==> src/rtl/ysyx_24110006_pkg.sv <==
// Shared LSU definitions: FSM state encoding, load-type codes,
// exception cause codes and the misalignment helpers used at beat accept.
package ysyx_24110006_pkg;

  typedef enum logic [2:0] {
    S_IDLE  = 3'd0,
    S_RADDR = 3'd1,
    S_RDATA = 3'd2,
    S_WREQ  = 3'd3,
    S_WRESP = 3'd4,
    S_DONE  = 3'd5
  } lsu_state_e;

  localparam logic [2:0] LD_LB  = 3'b000;
  localparam logic [2:0] LD_LH  = 3'b001;
  localparam logic [2:0] LD_LW  = 3'b010;
  localparam logic [2:0] LD_LBU = 3'b100;
  localparam logic [2:0] LD_LHU = 3'b101;

  localparam logic [3:0] MCAUSE_LD_MISALIGN = 4'd4;
  localparam logic [3:0] MCAUSE_LD_FAULT    = 4'd5;
  localparam logic [3:0] MCAUSE_ST_MISALIGN = 4'd6;
  localparam logic [3:0] MCAUSE_ST_FAULT    = 4'd7;

  // Halfword loads (LH/LHU share read_t[1:0]=01) need an even offset, words need offset 0.
  function automatic logic ld_misaligned(input logic [2:0] read_t, input logic [1:0] off);
    return ((read_t[1:0] == 2'b01) && off[0]) || ((read_t[1:0] == 2'b10) && (off != 2'b00));
  endfunction

  function automatic logic st_misaligned(input logic [3:0] wmask, input logic [1:0] off);
    return ((wmask == 4'b0011) && off[0]) || ((wmask == 4'b1111) && (off != 2'b00));
  endfunction

endpackage

==> src/rtl/ysyx_24110006_lsu_align.sv <==
// Combinational lane steering for the LSU.
//   i_off     : byte offset within the word (addr[1:0])
//   i_read_t  : load type; i_rdata : raw bus word -> o_ldata extracted/extended
//   i_wdata/i_wmask : unshifted store data/mask -> o_wdata/o_wstrb placed on lanes
module ysyx_24110006_lsu_align
  import ysyx_24110006_pkg::*;
(
  input  logic [1:0]  i_off,
  input  logic [2:0]  i_read_t,
  input  logic [31:0] i_rdata,
  input  logic [31:0] i_wdata,
  input  logic [3:0]  i_wmask,
  output logic [31:0] o_ldata,
  output logic [31:0] o_wdata,
  output logic [3:0]  o_wstrb
);

  // Move the addressed lane down to bit 0; sub-word loads then just extend.
  logic [31:0] w_shift;
  assign w_shift = i_rdata >> {i_off, 3'b000};

  always_comb begin
    o_ldata = i_rdata;
    case (i_read_t)
      LD_LB:   o_ldata = {{24{w_shift[7]}}, w_shift[7:0]};
      LD_LH:   o_ldata = {{16{w_shift[15]}}, w_shift[15:0]};
      LD_LBU:  o_ldata = {24'h0, w_shift[7:0]};
      LD_LHU:  o_ldata = {16'h0, w_shift[15:0]};
      default: o_ldata = i_rdata;
    endcase
  end

  assign o_wdata = i_wdata << {i_off, 3'b000};
  assign o_wstrb = i_wmask << i_off;

endmodule

==> src/rtl/ysyx_24110006_lsu.sv <==
// Load/store unit between execute and writeback.
//   i_valid/o_ready : beat in from execute (accepted only in IDLE)
//   o_valid/i_ready : beat out to writeback (o_wb_data, o_pc, o_reg_rd, o_reg_wen,
//                     o_exception, o_mcause)
//   AR/R, AW/W/B    : AXI-lite style memory channels, word-aligned addresses
module ysyx_24110006_lsu
  import ysyx_24110006_pkg::*;
(
  input  logic        i_clock,
  input  logic        i_reset,
  input  logic        i_valid,
  output logic        o_ready,
  input  logic        i_mem_ren,
  input  logic        i_mem_wen,
  input  logic [2:0]  i_mem_read_t,
  input  logic [3:0]  i_mem_wmask,
  input  logic [31:0] i_mem_addr,
  input  logic [31:0] i_mem_wdata,
  input  logic [31:0] i_result,
  input  logic [31:0] i_pc,
  input  logic [4:0]  i_reg_rd,
  input  logic        i_reg_wen,
  output logic        o_valid,
  input  logic        i_ready,
  output logic [31:0] o_wb_data,
  output logic [31:0] o_pc,
  output logic [4:0]  o_reg_rd,
  output logic        o_reg_wen,
  output logic        o_exception,
  output logic [3:0]  o_mcause,
  output logic [31:0] o_araddr,
  output logic        o_arvalid,
  input  logic        i_arready,
  input  logic [31:0] i_rdata,
  input  logic [1:0]  i_rresp,
  input  logic        i_rvalid,
  output logic        o_rready,
  output logic [31:0] o_awaddr,
  output logic [31:0] o_wdata,
  output logic [3:0]  o_wstrb,
  output logic        o_awvalid,
  output logic        o_wvalid,
  input  logic        i_awready,
  input  logic        i_wready,
  input  logic [1:0]  i_bresp,
  input  logic        i_bvalid,
  output logic        o_bready
);

  lsu_state_e r_state, w_next;

  logic [31:0] r_addr, r_wdata, r_pc, r_wb_data;
  logic [2:0]  r_read_t;
  logic [3:0]  r_wmask, r_mcause;
  logic [4:0]  r_rd;
  logic        r_reg_wen, r_exc;
  // AW and W may complete on different cycles; remember which one is done.
  logic        r_aw_done, r_w_done;

  logic        w_ld_mis, w_st_mis;
  logic [31:0] w_ldata;

  assign w_ld_mis = ld_misaligned(i_mem_read_t, i_mem_addr[1:0]);
  assign w_st_mis = st_misaligned(i_mem_wmask, i_mem_addr[1:0]);

  ysyx_24110006_lsu_align u_align (
    .i_off    (r_addr[1:0]),
    .i_read_t (r_read_t),
    .i_rdata  (i_rdata),
    .i_wdata  (r_wdata),
    .i_wmask  (r_wmask),
    .o_ldata  (w_ldata),
    .o_wdata  (o_wdata),
    .o_wstrb  (o_wstrb)
  );

  always_ff @(posedge i_clock or posedge i_reset) begin
    if (i_reset) r_state <= S_IDLE;
    else         r_state <= w_next;
  end

  always_comb begin
    w_next    = r_state;
    o_ready   = 1'b0;
    o_arvalid = 1'b0;
    o_rready  = 1'b0;
    o_awvalid = 1'b0;
    o_wvalid  = 1'b0;
    o_bready  = 1'b0;
    o_valid   = 1'b0;
    case (r_state)
      S_IDLE: begin
        o_ready = 1'b1;
        // ren wins over wen, so an illegal ren+wen beat runs as a load.
        if (i_valid) begin
          if (i_mem_ren)      w_next = w_ld_mis ? S_DONE : S_RADDR;
          else if (i_mem_wen) w_next = w_st_mis ? S_DONE : S_WREQ;
          else                w_next = S_DONE;
        end
      end
      S_RADDR: begin
        o_arvalid = 1'b1;
        if (i_arready) w_next = S_RDATA;
      end
      S_RDATA: begin
        o_rready = 1'b1;
        if (i_rvalid) w_next = S_DONE;
      end
      S_WREQ: begin
        o_awvalid = ~r_aw_done;
        o_wvalid  = ~r_w_done;
        if ((r_aw_done | i_awready) && (r_w_done | i_wready)) w_next = S_WRESP;
      end
      S_WRESP: begin
        o_bready = 1'b1;
        if (i_bvalid) w_next = S_DONE;
      end
      S_DONE: begin
        o_valid = 1'b1;
        if (i_ready) w_next = S_IDLE;
      end
      default: w_next = S_IDLE;
    endcase
  end

  always_ff @(posedge i_clock or posedge i_reset) begin
    if (i_reset) begin
      r_addr    <= '0;
      r_wdata   <= '0;
      r_pc      <= '0;
      r_wb_data <= '0;
      r_read_t  <= '0;
      r_wmask   <= '0;
      r_mcause  <= '0;
      r_rd      <= '0;
      r_reg_wen <= 1'b0;
      r_exc     <= 1'b0;
      r_aw_done <= 1'b0;
      r_w_done  <= 1'b0;
    end else begin
      case (r_state)
        S_IDLE: if (i_valid) begin
          r_addr    <= i_mem_addr;
          r_wdata   <= i_mem_wdata;
          r_pc      <= i_pc;
          r_wb_data <= i_result;  // replaced by load data when the R beat lands
          r_read_t  <= i_mem_read_t;
          r_wmask   <= i_mem_wmask;
          r_rd      <= i_reg_rd;
          r_reg_wen <= i_reg_wen;
          r_aw_done <= 1'b0;
          r_w_done  <= 1'b0;
          r_exc     <= 1'b0;
          r_mcause  <= 4'd0;
          if (i_mem_ren && w_ld_mis) begin
            r_exc    <= 1'b1;
            r_mcause <= MCAUSE_LD_MISALIGN;
          end else if (!i_mem_ren && i_mem_wen && w_st_mis) begin
            r_exc    <= 1'b1;
            r_mcause <= MCAUSE_ST_MISALIGN;
          end
        end
        S_RDATA: if (i_rvalid) begin
          r_wb_data <= w_ldata;
          if (i_rresp != 2'b00) begin
            r_exc     <= 1'b1;
            r_mcause  <= MCAUSE_LD_FAULT;
            r_reg_wen <= 1'b0;
          end
        end
        S_WREQ: begin
          if (i_awready) r_aw_done <= 1'b1;
          if (i_wready)  r_w_done  <= 1'b1;
        end
        S_WRESP: if (i_bvalid && (i_bresp != 2'b00)) begin
          r_exc    <= 1'b1;
          r_mcause <= MCAUSE_ST_FAULT;
        end
        default: ;
      endcase
    end
  end

  assign o_araddr    = {r_addr[31:2], 2'b00};
  assign o_awaddr    = {r_addr[31:2], 2'b00};
  assign o_wb_data   = r_wb_data;
  assign o_pc        = r_pc;
  assign o_reg_rd    = r_rd;
  assign o_reg_wen   = r_reg_wen;
  assign o_exception = r_exc;
  assign o_mcause    = r_mcause;

endmodule

==> config.mk <==
export PLATFORM = sky130hd
export DESIGN_NAME = ysyx_24110006_lsu
export DESIGN_NICKNAME = d
export VERILOG_FILES = /design/src/rtl/ysyx_24110006_pkg.sv /design/src/rtl/ysyx_24110006_lsu_align.sv /design/src/rtl/ysyx_24110006_lsu.sv
export SDC_FILE = /design/constraint.sdc
export NUM_CORES = 1
export LEC_CHECK = 0
export CORE_ASPECT_RATIO = 0.8
export CORE_MARGIN = 10
export CORE_UTILIZATION = 45
export CTS_BUF_LIST = sky130_fd_sc_hd__clkbuf_8
export DETAILED_ROUTE_END_ITERATION = 8
export GPL_TIMING_DRIVEN = 0
export PLACE_DENSITY = 0.87
export SYNTH_ARGS = -nofsm -noshare
export SYNTH_HDL_FRONTEND = slang
export SYNTH_HIERARCHICAL = 1
export SYNTH_SLANG_ARGS = --single-unit
export TNS_END_PERCENT = 20
==> constraint.sdc <==
create_clock -name i_clock -period 7.75 [get_ports i_clock]
set_clock_uncertainty 0.1 [all_clocks]
set_input_delay 1.55 -clock i_clock [delete_from_list [all_inputs] [get_ports i_clock]]
set_output_delay 1.55 -clock i_clock [all_outputs]
set_load 0.05 [all_outputs]
# Word level (Yosys, flattened, before mapping)

Cells that the tools add are included.

Flip-flop bits (word level): 151
Input bits: 188
Output and inout bits: 182
Word-level logic and storage cells: 114

Eq/ne operators: 22
Shifts and indexed selects: 3
Muxes and demuxes: 45
Bitwise logic cells: 4
Reduce and logical (&&, ||, !) cells: 27

Operators by type and width:

| operator           | number |
|---|---|
| $pmux 32 s4        | 1 |
| $mux 32            | 2 |
| $pmux 32 s2        | 1 |
| $mux 3             | 12 |
| $shl 32x5->32      | 1 |
| $shr 32x5->16      | 1 |
| $ne 2x2->1 const B | 10 |
| $mux 1             | 19 |
| $pmux 3 s6         | 1 |
| $mux 4             | 4 |
| $eq 3x3->1 const B | 4 |
| $pmux 4 s3         | 1 |
| $reduce_bool 2->1  | 5 |
| $logic_and 1x1->1  | 9 |
| $reduce_and 3->1   | 3 |
| $eq 3x1->1 const B | 2 |
| $eq 3x2->1 const B | 2 |
| $logic_not 3->1    | 2 |
| $pmux 1 s2         | 3 |
| $reduce_and 6->1   | 1 |
| $reduce_and 5->1   | 1 |
| $eq 4x2->1 const B | 1 |
| $eq 4x4->1 const B | 1 |
| $reduce_and 4->1   | 1 |
| 10 further kinds   | 13 |

# Longest topological paths before layout

Depth in word-level cells: 8
Depth in mapped cells: 8
Gate-level depth less buffers: 5

# By module

Netlist, hierarchy kept.

By module, submodules not included:

| module                  | times used | cells each | area an instance (um2) | seq. area each (um2) |
|---|---|---|---|---|
| ysyx_24110006_lsu       | 1          | 518        | 6,651.4                | 3,728.6 |
| ysyx_24110006_lsu_align | 1          | 198        | 1,247.4                | 0.0 |

# Worst setup path after synthesis

Ideal clock, no wire load.

Path kind: register to output
Start point: register r_addr[1]
End point: output o_wdata[17]
Arrival time: 2.098 ns
Data required time: 6.100 ns
Path slack: 4.002 ns
Stages on the path, launching flop included: 6
Path through: dfrtp_1 -> clkbuf_2 -> buf_4 -> buf_2 -> mux2i_1 -> o21ai_0

Cells in the longest elaborated chain, start to end: 1

RTL lines:

| item                   | RTL line                      | text |
|---|---|---|
| from (decl)            | ysyx_24110006_lsu.sv:52       | `logic [31:0] r_addr, r_wdata, r_pc, r_wb_data;` |
| from (signal assigned) | ysyx_24110006_lsu.sv:143      | `r_addr <= i_mem_addr;` |
| $shl 32x5->32          | ysyx_24110006_lsu_align.sv:33 | `assign o_wdata = i_wdata << {i_off, 3'b000};` |
| to (decl)              | ysyx_24110006_lsu.sv:39       | `output logic [31:0] o_wdata,` |

No other way between the ends.

# Final worst setup path

Start point: register r_addr[1]
End point: output o_wstrb[3]

Cells in the longest elaborated chain, start to end: 1

RTL lines:

| item        | RTL line                      | text |
|---|---|---|
| $shl 4x2->4 | ysyx_24110006_lsu_align.sv:34 | `assign o_wstrb = i_wmask << i_off;` |
| to (decl)   | ysyx_24110006_lsu.sv:40       | `output logic [3:0] o_wstrb,` |

No other way between the ends.

==> run metrics <==
Total Neg Setup Slack 0 ns; syn_area_per_cell 11.0 um2; post-CTS setup buffers 0; NumNets Final 1292; die height 139 um; # rows 43; Pleak 5.12 nW; # DRC 0; status finished, final reports clean; Setup CP Type flip-flop to output pin; number of max-cap violations 0; via/cell ratio 5.32; CTS max path bufs 2; endpoints failing setup 0; post-route ant nets 0; RSZ-0062 raised after global routing false; GR Util All Layers 24.1%; Clock Latency Late Sink 0.45 ns; Syn Inst Count 716; Post-synth EDFFs 0; clock sinks 149; first-pass GRT wire length 44400 um; hold_ws 0.386 ns; DRC marker count from the first detailed-route iteration 550; CTS tree built; fin crit period 4.76 ns; GPL Wtd Cong 0.916; DR pass1 iterations 5; Placeable Area 17300 um2; CP max FO 10; routed len/inst 21.7 um; H-tree depth 4; Starting Density 45.7%; library cells used by synthesis 54; cts bufs inserted 17; Worst Max-Slew Pin Slew 0.727 ns; number of global-route vias before repair 7496; fmax 210 MHz; worst hold-check path type flip-flop to flip-flop; DIE WIDTH 168 um; Async S/R FF share, synth 100%; wire length on met1 11200 um; main flop type after synthesis dfrtp_1; area growth from synthesis to layout 55.4%; Post-Route Utilization 71.1%; post-cts sizing count 0; CTS Root Cell clkbuf_8; Worst slew margin 51.5%; WHS Path Cells 2; dpl hpwl 23200 um; mapped cell area 7900 um2; antenna violations before repair 1; I/O pin cnt 370; register area share after synthesis 47.2%; largest net degree at the start of global routing 77; CP required 6.10 ns; share of layout cells above drive strength 1 19.4%; GRT overflow 0; crit end category output pin; met3 wire len 2890 um; clk slew on worst S/H paths 0.09 ns; Peak VDD IR 0.000379 V; register bit total from synthesis 149; port buffer count 364; Startpoint Class flip-flop; final hold vios 0; Tot Pwr 6.72 mW; die area 23300 um2; total number of vias 7133; Worst R2R Path Depth 6; PD cells 547 nW/um2; highest metal used met4; DRT Wirelength 29200 um; # hold bufs at CTS 0; WL met2 14500 um; YS warnings 6; CP arrival 3.11 ns; max-slew violation count 0; Period Utilization, post-route 61.4%
-- cell type report --
class	instances	area (um2)
clock inverters	14	168
plain buffers	111	747
diodes	1	2.50
multi-input cells	450	3400
fillers	1234	4990
well taps	225	282
inverters	10	42.5
repair buffers	365	3670
flip-flops and latches	149	3730
clock buffers	17	234
-- placed cells by master (no fill, tap or decap), types with 3 or more instances in the layout --
| master | synthesis | layout |
|---|---|---|
| clkdlybuf4s50_1 | 0 | 364 |
| and2_1 | 11 | 11 |
| inv_1 | 10 | 9 |
| a22oi_1 | 7 | 7 |
| buf_2 | 16 | 16 |
| o31ai_1 | 7 | 7 |
| mux2_1 | 39 | 39 |
| mux2_2 | 77 | 77 |
| clkbuf_1 | 16 | 16 |
| nor2_1 | 15 | 15 |
| a221oi_1 | 5 | 5 |
| inv_6 | 0 | 6 |
| o21a_1 | 3 | 3 |
| o21ai_0 | 55 | 55 |
| nor2b_1 | 15 | 15 |
| clkbuf_8 | 0 | 17 |
| buf_6 | 5 | 5 |
| conb_1 | 1 | 5 |
| a211oi_1 | 10 | 10 |
| inv_8 | 0 | 3 |
| o21ai_1 | 17 | 17 |
| a21oi_1 | 17 | 17 |
| and3_1 | 3 | 3 |
| nand2_1 | 75 | 75 |
| nand3b_1 | 3 | 3 |
| nor3_1 | 3 | 3 |
| clkinvlp_4 | 0 | 4 |
| buf_4 | 72 | 72 |
| dfrtp_1 | 149 | 149 |
| mux2i_1 | 52 | 52 |
-- synthesized netlist by cell type (2+ instances only) --
cell	number	area, um2
a211oi_1	10	75.1
a21oi_1	17	85.1
a221oi_1	5	43.8
a22o_1	2	17.5
a22oi_1	7	52.6
and2_1	11	68.8
and3_1	3	18.8
buf_2	16	80.1
buf_4	72	541
buf_6	5	56.3
clkbuf_1	16	60.1
clkbuf_2	2	10.0
dfrtp_1	149	3730
inv_1	10	37.5
mux2_1	39	439
mux2_2	77	867
mux2i_1	52	521
nand2_1	75	282
nand2b_1	2	12.5
nand3b_1	3	22.5
nor2_1	15	56.3
nor2b_1	15	93.8
nor3_1	3	15.0
o211ai_1	2	15.0
o21a_1	3	22.5
o21ai_0	55	275
o21ai_1	17	85.1
o31ai_1	7	52.6
-- cell families (layout without fill, tap and decap cells) --
group,count (synthesis),after routing,share of synthesized area [%]
xor+xnor,1,1,0.111
mux,169,169,23.4
other cells,1,6,0.0475
flops,149,149,47.2
compound gates,140,140,11.1
buf+inv,121,517,9.93
simple gates,135,135,8.19
-- path summary, 6_finish.rpt --
| check | startpoint | to | slack (ns) |
|---|---|---|---|
| worst max-delay path | r_addr[1]$_DFFE_PP0P_ | o_wstrb[3] | 2.99 |
| worst min-delay path | o_wb_data[18]$_DFFE_PP0P_ | o_wb_data[18]$_DFFE_PP0P_ | 0.39 |
| worst max register to register | r_addr[0]$_DFFE_PP0P_ | o_wb_data[18]$_DFFE_PP0P_ | 5.59 |
| worst min register to register | o_wb_data[18]$_DFFE_PP0P_ | o_wb_data[18]$_DFFE_PP0P_ | 0.39 |
| max in group asynchronous | i_reset | r_wdata[20]$_DFFE_PP0P_ | 5.25 |
| min in group asynchronous | i_reset | o_pc[17]$_DFFE_PP0P_ | 1.48 |
-- metal layers --
layer,global-route usage (%),up-vias
li1,-,3226
met1,27.5,3495
met2,41.1,372
met3,9.35,40
met4,7.04,0
met5,0,-
-- power breakdown --
group	internal (mW)	switching [mW]	total, mW	leakage [nW]
logic	1.72	2.92	4.63	3.15
registers	1.17	0.277	1.45	1.78
clock network	0.296	0.344	0.640	0.192
total	3.18	3.54	6.72	5.12
-- critical path, stage by stage, from the launching register on --
cell             delay [ns]
dfrtp_1                0.35
clkbuf_2               0.19
buf_4                  0.22
clkbuf_1               0.45
buf_2                  0.35
a211oi_1               0.11
a21oi_1                0.14
clkdlybuf4s50_1        0.86
-- through the flow --
step | worst slack [ns] | instance area (um2) | cells
floorplan | 2.09 | 7910 | 720
global placement | -0.0585 | 11800 | 1309
detailed placement | 3.51 | 11900 | 1310
CTS | 3.00 | 12300 | 1341
global route | 2.89 | 12300 | 1342
finish | 2.99 | 12300 | 1342
-- flip-flops by register name (all words and copies together), names as in the netlist --
signal / flops
o_reg_rd: 5
o_pc: 32
r_read_t: 3
r_wdata: 32
r_w_done: 1
o_mcause: 3
r_addr: 32
r_state: 3
r_aw_done: 1
o_wb_data: 32
r_wmask: 4
o_reg_wen: 1
Note: power is estimated with default switching activity, not from simulation.
